<file path="src/rtl/async_fifo_rd_ctrl.sv">
// Read-domain pointer/flag controller of a dual-clock FIFO: binary and Gray read
// pointers, RAM read address, empty/almost-empty flags, fill level and underflow pulse.
module async_fifo_rd_ctrl #(
    parameter int ASIZE      = 4,
    parameter int AEMPTY_LVL = 1
) (
    input  logic             dest_clk,
    input  logic             dest_rst_n,
    input  logic             rinc,
    input  logic [ASIZE:0]   rq2_wptr,
    output logic [ASIZE-1:0] raddr,
    output logic [ASIZE:0]   rptr,
    output logic             rempty,
    output logic             raempty,
    output logic [ASIZE:0]   rlevel,
    output logic             runderflow
);

    localparam logic [ASIZE:0] AEMPTY_THR = (ASIZE+1)'(AEMPTY_LVL);

    function automatic logic [ASIZE:0] bin2gray(input logic [ASIZE:0] b);
        return (b >> 1) ^ b;
    endfunction

    function automatic logic [ASIZE:0] gray2bin(input logic [ASIZE:0] g);
        logic [ASIZE:0] b;
        b[ASIZE] = g[ASIZE];
        for (int i = ASIZE - 1; i >= 0; i--) begin
            b[i] = b[i+1] ^ g[i];
        end
        return b;
    endfunction

    logic             rd_en_s;
    logic [ASIZE:0]   wbin_s;
    logic [ASIZE:0]   rbin_q, rbin_d;
    logic [ASIZE:0]   rptr_q, rptr_d;
    logic [ASIZE:0]   rlevel_q, rlevel_d;
    logic             rempty_q, rempty_d;
    logic             raempty_q, raempty_d;
    logic             runderflow_q, runderflow_d;

    // Next-state: the freshly sampled write pointer is compared against the post-read pointer.
    always_comb begin
        rd_en_s      = rinc & ~rempty_q;
        rbin_d       = rbin_q + {{ASIZE{1'b0}}, rd_en_s};
        rptr_d       = bin2gray(rbin_d);
        wbin_s       = gray2bin(rq2_wptr);
        rlevel_d     = wbin_s - rbin_d;
        rempty_d     = (rptr_d == rq2_wptr);
        raempty_d    = (rlevel_d <= AEMPTY_THR);
        runderflow_d = rinc & rempty_q;
    end

    // State registers; every output comes straight from a flop.
    always_ff @(posedge dest_clk or negedge dest_rst_n) begin
        if (!dest_rst_n) begin
            rbin_q       <= '0;
            rptr_q       <= '0;
            rlevel_q     <= '0;
            rempty_q     <= 1'b1;
            raempty_q    <= 1'b1;
            runderflow_q <= 1'b0;
        end else begin
            rbin_q       <= rbin_d;
            rptr_q       <= rptr_d;
            rlevel_q     <= rlevel_d;
            rempty_q     <= rempty_d;
            raempty_q    <= raempty_d;
            runderflow_q <= runderflow_d;
        end
    end

    assign raddr      = rbin_q[ASIZE-1:0];
    assign rptr       = rptr_q;
    assign rlevel     = rlevel_q;
    assign rempty     = rempty_q;
    assign raempty    = raempty_q;
    assign runderflow = runderflow_q;

endmodule

</file>
<file path="config.mk">
export PLATFORM = sky130hd
export DESIGN_NAME = async_fifo_rd_ctrl
export DESIGN_NICKNAME = d
export VERILOG_FILES = /design/src/rtl/async_fifo_rd_ctrl.sv
export SDC_FILE = /design/constraint.sdc
export NUM_CORES = 1
export LEC_CHECK = 0
export ABC_AREA = 1
export BUFFER_PORTS_ARGS = -buffer_cell sky130_fd_sc_hd__buf_2
export CORE_MARGIN = 2
export CORE_UTILIZATION = 51
export CTS_CLUSTER_DIAMETER = 100
export CTS_CLUSTER_SIZE = 16
export DETAILED_ROUTE_END_ITERATION = 12
export GPL_TIMING_DRIVEN = 0
export PLACE_DENSITY = 0.77
export SLEW_MARGIN = 30
export SYNTH_ARGS = -nofsm -noshare
export SYNTH_HDL_FRONTEND = slang
export SYNTH_SLANG_ARGS = --single-unit
</file>
<file path="constraint.sdc">
create_clock -name dest_clk -period 2.48 [get_ports dest_clk]
set_input_delay 0.744 -clock dest_clk [delete_from_list [all_inputs] [get_ports dest_clk]]
set_output_delay 0.744 -clock dest_clk [all_outputs]
set_load 0.02 [all_outputs]
</file>
# ---- Yosys cells after proc, flatten, opt, wreduce, memory -nomap -nowiden
# Index checks and enable logic that the tools add are counted.
dict set report word_totals {
  ff_bits 18
  in_bits 8
  out_inout_bits 17
}
dict set report op_classes {
  magnitude_cmp 1
  add_sub_neg 2
  n_eq_ne 1
  bitwise 8
}
# cell count
set ops {}
lappend ops {{$add 5x1->5} 1}
lappend ops {{$eq 5x5->1} 1}
lappend ops {{$le 5x1->1 const B} 1}
lappend ops {{$sub 5x5->5} 1}
lappend ops {{$xor 4x5->5} 1}
lappend ops {{$xor 1x1->1} 4}
lappend ops {{$and 1x1->1} 2}
lappend ops {{$not 1->1} 1}

# ---- Depth between registers and ports, before layout
dict set report logic_depth {
  word_depth 6
  depth_mapped 15
  ltp_nobuf 15
}

# ---- Least setup slack after synthesis
# Ideal clock, no wire load.
dict set report synth_timing {
  kind {input-to-reg}
  startpoint {input port rq2_wptr[3]}
  endpoint {register raempty_q, in the netlist raempty}
  path_stages 14
  arrival_time_ns 2.423
  t_required_ns 2.406
  setup_ns 0.074
  setup_slack_ns -0.017
  cell_sequence {inv_1 nand2_1 nand3_1 nand2_2 xor2_2 xor2_1 ha_1 fa_1 nor2_1 nand3_1 nand2_1 nand2_1 nand2_1 nor2_1}
}
dict set report synth_between {
  elab_chain_len 6
}
# element line
set synth_lines {}
lappend synth_lines {{start: declaration} 10} ;# input logic [ASIZE:0] rq2_wptr,
lappend synth_lines {{$xor 1x1->1 (*)} 29} ;# b[i] = b[i+1] ^ g[i];
lappend synth_lines {{$xor 1x1->1 (3 in series)} 29}
lappend synth_lines {{$sub 5x5->5 (*)} 49} ;# rlevel_d = wbin_s - rbin_d;
lappend synth_lines {{via rlevel_d[4]} 38} ;# logic [ASIZE:0] rlevel_q, rlevel_d;
lappend synth_lines {{$le 5x1->1 (*)} 51} ;# raempty_d = (rlevel_d <= AEMPTY_THR);
lappend synth_lines {{via raempty_d} 40} ;# logic raempty_q, raempty_d;
lappend synth_lines {{end signal: assignment} 69} ;# raempty_q <= raempty_d;
lappend synth_lines {{end: declaration} 40}
# Mark *: on every way through the listed nets, which the timed path passes. The rest lies on a longest branch.

# ---- Worst setup path in the final report
dict set report layout_timing {
  startpoint {input port rq2_wptr[4]}
  endpoint {register raempty_q, in the netlist raempty}
}
dict set report layout_between {
  elab_chain_len 6
}
# element line
set layout_lines {}
lappend layout_lines {{$xor 1x1->1 (4 in series)} 29}
lappend layout_lines {{$sub 5x5->5 (*)} 49}
lappend layout_lines {{via rlevel_d[4]} 38}
lappend layout_lines {{$le 5x1->1 (*)} 51}
lappend layout_lines {{via raempty_d} 40}
# Marked as above.

==> results.yml <==
routing:
  final_antenna_net_count: 0
  wire_per_inst_um: 12.19
  drtPass1Iterations: 4
  drtIter0Drc: 18
  vias: 782
  top_layer: "met4"
  wl_met2_um: 1023
  viasPerCell: 4.827
  m1WireLength_um: 841
  wl_met3_um: 88
  drc: 0
  finalWirelength_um: 1974
sta:
  maxSlewViolCount: 0
  tns_ns: 0
  setup_viol: 0
  finalWorstSetupSlack_ns: 0.06374
  worstMarginPinSlew_ns: 0.3759
  hold_ws_ns: 0.3565
  fin_crit_sh_pct: 97.43
  fmax_mhz: 413.9
  slew_headroom_pct: 74.94
  final_hold_viol_count: 0
  finalCriticalPeriod_ns: 2.416
  final.setup_skew_ns: 0.0003422
synth:
  synth_area_leaders: "dfrtp_1 39%, nand2_1 11%, ha_1 7.7%"
  ys_warn_count: 0
  ys_seq_elements: 17
  ys_top_cells_by_count: "28 x nand2_1, 15 x dfrtp_1, 15 x inv_1, 11 x nand3_1, 6 x ha_1"
  synth_edf_count: 0
  synth.distinct_cells: 21
  syn_area_sq_um: 970.9
  synth_top_area_share_pct: 38.66
  syn-num-nets: 123
  synth-main-ff-cell: "dfrtp_1"
  syn_area_per_cell_sq_um: 8.990
  postSynthCellCount: 108
  synth.yosys.seq_area_share_pct: 44.07
  synth_most_common_cell: "nand2_1"
  yosys.area.top_type: "dfrtp_1"
  synthArstFlopShare_pct: 100.0
setup_path:
  cp-start-kind: "input port"
  worstPathMaxFanout: 4
  crit_required_ns: 2.71
  max_stage_delay_ns: 0.38
  crit_path_end_kind: "flip-flop"
  worst-endpoint-arrival_ns: 2.64
  crit_type: "in2reg"
  crit_chain: "buf_2, inv_2, nand2_1, nand3_2, nand2_4, xor2_4, xor2_1, ha_2, fa_2, nor2_1, nand3_1, nand3_1, nand2_1, nor2_1"
  cp_slowest_cell: "fa_2"
clock_network:
  insertion_delay_ns: 0.29
  cts_buffers: 3
  clockRootBuffer: "clkbuf_4"
  tritoncts: "yes"
  htreeDepth: 1
  clk_pin_slew_worst_paths_ns: 0.10
  clk_path_buf_depth: 2
  clock_sinks: 17
grt:
  grt-ovfl-total: 0
  antenna_found_initial: 0
  grt_usage_pct: 19.20
  grt_pass1_vias: 692
  grt_pass1_wl_um: 2863
  grt_max_degree: 18
power:
  vdd_ir_drop_max_uv: 712.2
  fin_total_pwr_mw: 1.806
  powerDensity_mw_per_mm2: 1516
  p_leak_nw: 0.6663
floorplan:
  core_sq_mm: 0.001764
  rows: 15
  die_y_um: 47.63
  io_pins: 25
  dieWidth_um: 47.63
  start_util_pct: 55.04
  die_area_sq_mm: 0.002269
flow_run:
  drv_cap: 0
cells_and_area:
  fin_nets: 153
  areaGrowthSynthToFinish_pct: 22.68
  num_antenna_cells: 0
  drive_gt1_share_pct: 37.96
  fill_cells: 155
  fin_cells: 162
hold_path:
  hp-class: "in2async"
placement:
  hpwlAfterDp_um: 1491
  gp_congestion: 0.8175
  port_buffers: 24
  dp_cells: 157
  pre_cts_slack_ns: -0.3128
run_status:
  status: "finished clean"
==> layout make-up <==
cell class / count / area, sq um / area share [%]
Tap cell: 25 / 31.28 / 2.626
Inverter: 19 / 71.32 / 5.987
Clock buffer: 3 / 22.52 / 1.891
Timing Repair Buffer: 25 / 127.6 / 10.71
Multi-Input combinational cell: 72 / 505.5 / 42.44
Clock inverter: 1 / 5.005 / 0.4202
Sequential cell: 17 / 427.9 / 35.92
==> worst max-delay path, delay by kind of cell <==
| family | cells | cell delay [ns] |
|---|---|---|
| xor+xnor | 2 | 0.35 |
| buf+inv | 2 | 0.21 |
| fa+ha+maj | 2 | 0.59 |
| simple gates | 8 | 0.77 |
==> report_power, final <==
group | internal [mW] | switching, mW | leakage [nW] | total, mW
sequential | 0.423 | 0.0685 | 0.197 | 0.492
clock | 0.0599 | 0.0867 | 0.0177 | 0.147
combinational | 0.427 | 0.741 | 0.451 | 1.17
==> cell usage in the layout (no fill, tap or decap), drive strengths merged, types with 3 or more instances in the layout <==
cell / synthesis / routed
clkbuf: 0 / 3
nand3: 12 / 12
dfrtp: 15 / 15
nor2: 6 / 6
ha: 6 / 6
xor2: 6 / 6
nand2: 34 / 34
inv: 19 / 19
buf: 0 / 25
==> layer usage <==
layer,up-vias,track usage [%]
met4,0,9.730
li1,393,-
met2,23,34.59
met3,2,2.264
met1,364,22.36
met5,-,0
==> metrics by stage <==
step,area (sq um),util [%]
final,1191,67.52
after global routing,1191,67.52
after CTS,1166,66.10
after detailed placement,1127,63.90
after global placement,1127,63.90
after floorplan,975.9,-
==> sequential cells by signal, summed over array words and instances, names as in the netlist <==
| register | count |
|---|---|
| rlevel | 5 |
| rbin_q | 5 |
| runderflow | 1 |
| rempty | 1 |
| raempty | 1 |
| rptr | 4 |
==> cell families after synthesis <==
| group | count (synthesis) | synth area share [%] |
|---|---|---|
| fa+ha+maj | 7 | 9.794 |
| compound gates | 2 | 1.031 |
| buf+inv | 19 | 7.344 |
| flops | 17 | 44.07 |
| simple gates | 54 | 26.68 |
| xor+xnor | 9 | 11.08 |
==> what timing repair did <==
| item | in CTS | in global routing |
|---|---|---|
| gates resized for setup | 1 | 5 |
| buffers inserted | 0 | 1 |
| endpoints found under the setup margin | 1 | 2 |
| pin swaps | 0 | 5 |
| hold buffers | 0 | 0 |
==> final timing paths <==
kind	cells after the start	to	startpoint	slack, ns
hold / removal	1	rbin_q[3]	dest_rst_n	0.36
setup / recovery	14	raempty	rq2_wptr[4]	0.06
min in group dest_clk	2	runderflow	rempty	0.50
setup reg to reg	12	raempty	rempty	0.22
max in group asynchronous	1	raempty	dest_rst_n	1.81
hold reg to reg	2	runderflow	rempty	0.50
Note: power is estimated with default switching activity, not from simulation.
